## config.mk

```make
export PLATFORM = sky130hd
export DESIGN_NAME = matrix_repack
export DESIGN_NICKNAME = d
export VERILOG_FILES = /design/src/rtl/matrix_repack.sv
export SDC_FILE = /design/constraint.sdc
export NUM_CORES = 1
export LEC_CHECK = 0
export ABC_AREA = 1
export ABC_CLOCK_PERIOD_IN_PS = 4350
export CORE_MARGIN = 2
export CORE_UTILIZATION = 40
export DETAILED_ROUTE_END_ITERATION = 12
export PLACE_DENSITY = 0.7
export SYNTH_ARGS = -nofsm -noshare
export SYNTH_HDL_FRONTEND = slang
export SYNTH_SLANG_ARGS = --single-unit
```

## constraint.sdc

```tcl
create_clock -name clk -period 4.35 [get_ports clk]
set_input_delay 0.87 -clock clk [delete_from_list [all_inputs] [get_ports clk]]
set_output_delay 0.87 -clock clk [all_outputs]
set_load 0.02 [all_outputs]
```

## src/rtl/matrix_repack.sv

```systemverilog
// -----------------------------------------------------------------------------
// matrix_repack
//
// Converts a matrix between two layouts, one element per clock:
//   pack   (mode=0): padded MAX_ROWS x MAX_COLS layout -> dense row-major r x c
//   unpack (mode=1): dense row-major r x c -> padded MAX_ROWS x MAX_COLS layout
// Slots that hold no valid element are zero in the result.
//
// Ports:
//   clk       system clock, rising edge
//   reset_n   asynchronous active-low reset
//   start     operation request, sampled only while idle
//   mode      0 = pack, 1 = unpack (latched at start)
//   r, c      valid row / column count (latched at start)
//   data_in   N = MAX_ROWS*MAX_COLS elements, element k at [k*DATA_WIDTH +: DATA_WIDTH]
//             (snapshotted at start)
//   data_out  result, same packing, held until the next successful commit
//   busy      high from the cycle after an accepted start until done
//   done      one-cycle completion pulse
//   dim_err   set with done when r/c are illegal, cleared by the next accepted start
//
// Optional build macro MATRIX_REPACK_EARLY_EXIT_EN: when defined, the scan
// stops at the last valid padded position (r-1, c-1) instead of walking all N
// positions. The result is identical; only the latency shrinks.
// -----------------------------------------------------------------------------
module matrix_repack #(
  parameter int DATA_WIDTH = 9,
  parameter int MAX_ROWS   = 5,
  parameter int MAX_COLS   = 5,
  parameter int DIM_W      = 3
) (
  input  logic                                        clk,
  input  logic                                        reset_n,
  input  logic                                        start,
  input  logic                                        mode,
  input  logic [DIM_W-1:0]                            r,
  input  logic [DIM_W-1:0]                            c,
  input  logic [MAX_ROWS*MAX_COLS*DATA_WIDTH-1:0]     data_in,
  output logic [MAX_ROWS*MAX_COLS*DATA_WIDTH-1:0]     data_out,
  output logic                                        busy,
  output logic                                        done,
  output logic                                        dim_err
);

  localparam int N     = MAX_ROWS * MAX_COLS;
  localparam int IDX_W = (N > 1) ? $clog2(N) : 1;

  typedef enum logic [1:0] {
    IDLE   = 2'd0,
    SCAN   = 2'd1,
    COMMIT = 2'd2,
    ERR    = 2'd3
  } state_e;

  typedef enum logic {
    MODE_PACK   = 1'b0,
    MODE_UNPACK = 1'b1
  } mode_e;

  state_e                state;
  mode_e                 mode_q;
  logic [DIM_W-1:0]      r_q;
  logic [DIM_W-1:0]      c_q;
  logic [DIM_W-1:0]      row;
  logic [DIM_W-1:0]      col;
  logic [IDX_W-1:0]      pos;
  logic [IDX_W-1:0]      dense_idx;
  logic [DATA_WIDTH-1:0] in_buf   [N];
  logic [DATA_WIDTH-1:0] work_buf [N];

  logic dims_bad;
  logic elem_valid;
  logic last_valid;
  logic scan_last;

  // Dimension legality is judged on the live inputs, since it is only used on
  // the accepting edge in IDLE.
  assign dims_bad = (r == '0) || (c == '0) ||
                    (r > DIM_W'(MAX_ROWS)) || (c > DIM_W'(MAX_COLS));

  // row/col track pos incrementally, so no divide/modulo is needed.
  assign elem_valid = (row < r_q) && (col < c_q);

  // The padded position (r-1, c-1) carries the final valid element. dense_idx
  // is not advanced past it, so it stays within 0..r*c-1.
  assign last_valid = (row == r_q - DIM_W'(1)) && (col == c_q - DIM_W'(1));

`ifdef MATRIX_REPACK_EARLY_EXIT_EN
  assign scan_last = last_valid;
`else
  assign scan_last = (pos == IDX_W'(N - 1));
`endif

  always_ff @(posedge clk or negedge reset_n) begin
    if (!reset_n) begin
      state     <= IDLE;
      mode_q    <= MODE_PACK;
      r_q       <= '0;
      c_q       <= '0;
      row       <= '0;
      col       <= '0;
      pos       <= '0;
      dense_idx <= '0;
      data_out  <= '0;
      busy      <= 1'b0;
      done      <= 1'b0;
      dim_err   <= 1'b0;
      // NOTE: the buffers are register arrays rather than RAM, and a reset
      // must discard any partial result, so every entry is cleared here.
      for (int k = 0; k < N; k++) begin
        in_buf[k]   <= '0;
        work_buf[k] <= '0;
      end
    end else begin
      // done is a pulse: only COMMIT and ERR raise it for a single cycle.
      done <= 1'b0;

      case (state)
        IDLE: begin
          // busy stays up through the done cycle and drops here, unless a
          // new operation is accepted on this same edge.
          busy <= 1'b0;
          if (start) begin
            mode_q  <= mode_e'(mode);
            r_q     <= r;
            c_q     <= c;
            dim_err <= 1'b0;
            for (int k = 0; k < N; k++) begin
              in_buf[k] <= data_in[k*DATA_WIDTH +: DATA_WIDTH];
            end
            if (dims_bad) begin
              state <= ERR;
            end else begin
              for (int k = 0; k < N; k++) begin
                work_buf[k] <= '0;
              end
              pos       <= '0;
              row       <= '0;
              col       <= '0;
              dense_idx <= '0;
              busy      <= 1'b1;
              state     <= SCAN;
            end
          end
        end

        SCAN: begin
          if (elem_valid) begin
            if (mode_q == MODE_UNPACK) begin
              work_buf[pos] <= in_buf[dense_idx];
            end else begin
              work_buf[dense_idx] <= in_buf[pos];
            end
            if (!last_valid) begin
              dense_idx <= dense_idx + IDX_W'(1);
            end
          end

          if (col == DIM_W'(MAX_COLS - 1)) begin
            col <= '0;
            row <= row + DIM_W'(1);
          end else begin
            col <= col + DIM_W'(1);
          end
          pos <= pos + IDX_W'(1);

          if (scan_last) begin
            state <= COMMIT;
          end
        end

        COMMIT: begin
          for (int k = 0; k < N; k++) begin
            data_out[k*DATA_WIDTH +: DATA_WIDTH] <= work_buf[k];
          end
          done  <= 1'b1;
          state <= IDLE;
        end

        ERR: begin
          // Illegal dimensions: report and leave data_out untouched.
          done    <= 1'b1;
          dim_err <= 1'b1;
          state   <= IDLE;
        end

        default: state <= IDLE;
      endcase
    end
  end

endmodule
```

==> summary.txt <==
Run status
  – Outcome: complete, no violations

Worst setup path
  – Critical Path RT: 4.91 ns
  – Crit path max fanout: 23
  – Worst r2r src: dense_idx[2]
  – Reg2reg end: work_buf[3]
  – CP startpoint: dense_idx[2]
  – Startpoint class of the critical path: flop
  – Critical path type: reg2reg
  – Worst Setup End Kind: flop
  – Setup crit end: work_buf[3]
  – CP arrival: 4.01 ns
  – Depth of the worst register-to-register path: 11
  – Reg2reg setup slack: 0.90 ns

CTS
  – Clk_lat worst skew: 0.65 ns
  – Hold_buf cts: 0
  – Post-CTS Setup Bufs: 0
  – Max clock buf depth: 3
  – CTS root buf: clkbuf_16
  – # resized after CTS: 0
  – Worst-path clk slew: 0.06 ns
  – Number of CTS-inserted buffers: 77
  – Clock sinks: 703
  – CTS tree: built
  – # H-tree levels: 3

Timing
  – Max Fclk: 0.290 GHz
  – Worst Tran Pin Value: 1.16 ns
  – RSZ-0062 raised after global routing: no
  – Max_slew headroom: 22.1%
  – Clock skew: 0.0330 ns
  – Final period util: 79.3%
  – Final count of hold timing violations: 0
  – Final min period: 3.45 ns
  – Final Max Tran Viols: 0
  – Setup violators final: 0
  – Setup TNS: 0 ns

Synthesis
  – Post-Syn Instances: 4831
  – Async SR Flop Fraction: 100%
  – EDFF count, synth: 0
  – Synth unique cells: 44
  – Synth Area in Compound Gates: 9.07%
  – Synthesized area per cell: 7.46 sq um
  – Synthesized Nets: 5085
  – Adder-Cell Fraction of Synth Area: 0.660%
  – XOR/XNOR share of the synthesized area: 0.292%
  – YS warnings: 0
  – Post-synthesis mux area share: 0.688%
  – Largest family of logic cells by synthesized area: simple AND/OR/NAND/NOR gates
  – Simple-gate portion of the synthesized area: 30.6%
  – Prevailing post-synth register cell: dfrtp_1
  – Register area share after synthesis: 48.8%
  – Post-synthesis cell area: 36000 sq um
  – Synth Register Bits: 703

Die
  – Full die area: 92500 sq um
  – Row count: 110
  – Starting Density: 40.2%
  – Die Ht: 304 um
  – Die W: 304 um
  – I/O Pins: 463
  – Core Box Area: 89600 sq um

Placement
  – Post-DP Area: 41400 sq um
  – Gpl congestion: 0.891
  – DP HPWL: 83.1 mm
  – Port Buffers: 462
  – DP Cell Count: 6273

Power and ir drop
  – Leakage: 21.2 nW
  – Power per cell area: 721 nW/um^2
  – VDD IR max: 1.34 mV
  – Total power: 31.8 mW

Worst hold path
  – Worst Hold Class: in2async

Cells and area
  – Area of the multi-input gates: 14900 sq um
  – Final instance area: 44100 sq um
  – Finished Layout Cells: 6412
  – Area Overhead vs Synth: 22.3%
  – Storage element area: 17600 sq um
  – Share of layout cells above drive strength 1: 7.36%
  – Fillers: 8570
  – Total Nets Final: 5430

Route
  – Antenna viol nets, final: 0
  – WL final: 124 mm
  – DR DRC count: 0
  – Wl on met1: 51.0 mm
  – DRT Pass-1 Iters: 6
  – Uppermost routed layer: met5
  – Metal2 WL: 54.8 mm
  – Routed WL per cell: 19.3 um
  – Met3 wire len: 11.5 mm
  – Drt via density: 5.11
  – DRT iter0 DRCs: 3486
  – Routed via count: 32800

Global route
  – Largest net degree at the start of global routing: 103
  – Initial antenna violation count: 10
  – First-pass GRT wire length: 188 mm
  – Total congestion overflow: 0
  – Tot GR Track Use: 26.4%
  – Vias in the first global route: 30900

Run
  – Max-Cap Viols: 0
## flip-flops by register name, indices dropped and copies added (netlist names), 2 cells and up
signal,count
data_out,225
dense_idx,5
in_buf,225
pos,5
col,3
work_buf,225
r_q,3
c_q,3
row,3
state,2
## Yosys cell counts (5+ instances only)
master / count / area share [%]
buf_2: 66 / 0.92
xor2_1: 5 / 0.12
nand2_1: 2145 / 22
clkbuf_1: 103 / 1.1
inv_4: 5 / 0.087
nand3_1: 280 / 3.9
nor2_2: 24 / 0.42
buf_1: 9 / 0.094
nor3_4: 9 / 0.41
nand2_2: 33 / 0.57
ha_1: 19 / 0.66
nor2_1: 85 / 0.89
inv_1: 507 / 5.3
mux2_2: 22 / 0.69
inv_2: 28 / 0.29
a21oi_1: 21 / 0.29
buf_6: 33 / 1.0
nor2_4: 48 / 1.5
nor3_2: 5 / 0.14
xnor2_1: 7 / 0.17
dfrtp_1: 703 / 49
o21ai_0: 432 / 6.0
a22o_1: 7 / 0.17
o21ai_2: 9 / 0.22
buf_4: 43 / 0.90
o211ai_1: 5 / 0.10
o21ai_1: 150 / 2.1
## where the power goes
group          internal, mW  total, mW  switching, mW
Clock                  4.07       6.91           2.85
Sequential             8.27       9.22          0.950
Combinational          3.94       15.6           11.7
## placed cells by master (no fill, tap or decap), types with 3 or more instances in the layout
master              n
nor2_1             85
clkbuf_1           14
clkinv_16           3
nor2_2             24
nand3_1           280
nand2_1          2144
nor2_8              3
nand2_2            33
nor2_4             48
o21ai_2             9
diode_2             3
o21ai_0           432
inv_4               5
xor2_1              5
clkinv_2           10
a22o_1              7
nor3_1              3
xnor2_1             7
clkbuf_8           13
buf_12             20
clkbuf_16          77
nor3_4              9
mux2_2             22
clkdlybuf4s50_1   461
o21ai_1           150
a21oi_1            21
inv_2              28
o22ai_2             3
ha_1               19
dfrtp_1           699
inv_1             506
nor3_2              5
o211ai_1            5
nand4_1             3
buf_4              40
clkinvlp_4          6
bufinv_16           9
nand2_4             4
## area by class of cell
class	count	area share, %
Timing Repair Buffer	522	12.1
Inverter	542	4.68
Sequential cell	703	40.0
Clock buffer	104	4.90
Multi-Input combinational cell	3330	33.8
Clock inverter	32	1.19
Tap cell	1176	3.34
Antenna cell	3	0.0170
## routing by layer
layer | GRT usage [%] | vias up
met5 | 0 | -
met4 | 12.6 | 10
met3 | 5.35 | 310
met2 | 41.1 | 1609
met1 | 35.5 | 15300
li1 | - | 15600
## worst max-delay path, stage by stage (launching register included)
cell     delay [ns]
dfrtp_1        0.77
inv_6          0.12
nor3_4         0.44
inv_2          0.28
a21oi_1        0.35
nor2_1         0.10
nand2_2        0.68
buf_4          0.28
nand2_1        0.05
nand2_1        0.08
nand2_1        0.05
o21ai_1        0.08
## cell families (layout without fill, tap and decap cells)
| logic type | after synthesis | after routing |
|---|---|---|
| other cells | 0 | 3 |
| mux | 22 | 22 |
| fa+ha+maj | 19 | 19 |
| flops | 703 | 703 |
| xor+xnor | 12 | 12 |
| compound gates | 632 | 632 |
| buf+inv | 798 | 1200 |
| simple gates | 2645 | 2645 |
## per-stage QoR
stage                     setup WS, ns  util, %  hold slack, ns
after floorplan                   2.16        -           0.445
after detailed placement         0.946     46.2           0.467
after global routing             0.784     49.2           0.395
after global placement           0.990     46.2           0.467
after CTS                         1.02     49.2           0.365
final                            0.899     49.2           0.330
## worst min-delay path by stage
stage	startpoint	endpoint	slack [ns]	cells after the start
floorplan	work_buf[124]	work_buf[124]	0.44	2
global placement	data_out[89]	data_out[89]	0.47	2
detailed placement	work_buf[187]	work_buf[187]	0.47	2
CTS	reset_n	data_out[20]	0.36	1
global route	reset_n	data_out[20]	0.40	1
finish	reset_n	data_out[20]	0.33	1
Note: power is estimated with default switching activity, not from simulation.
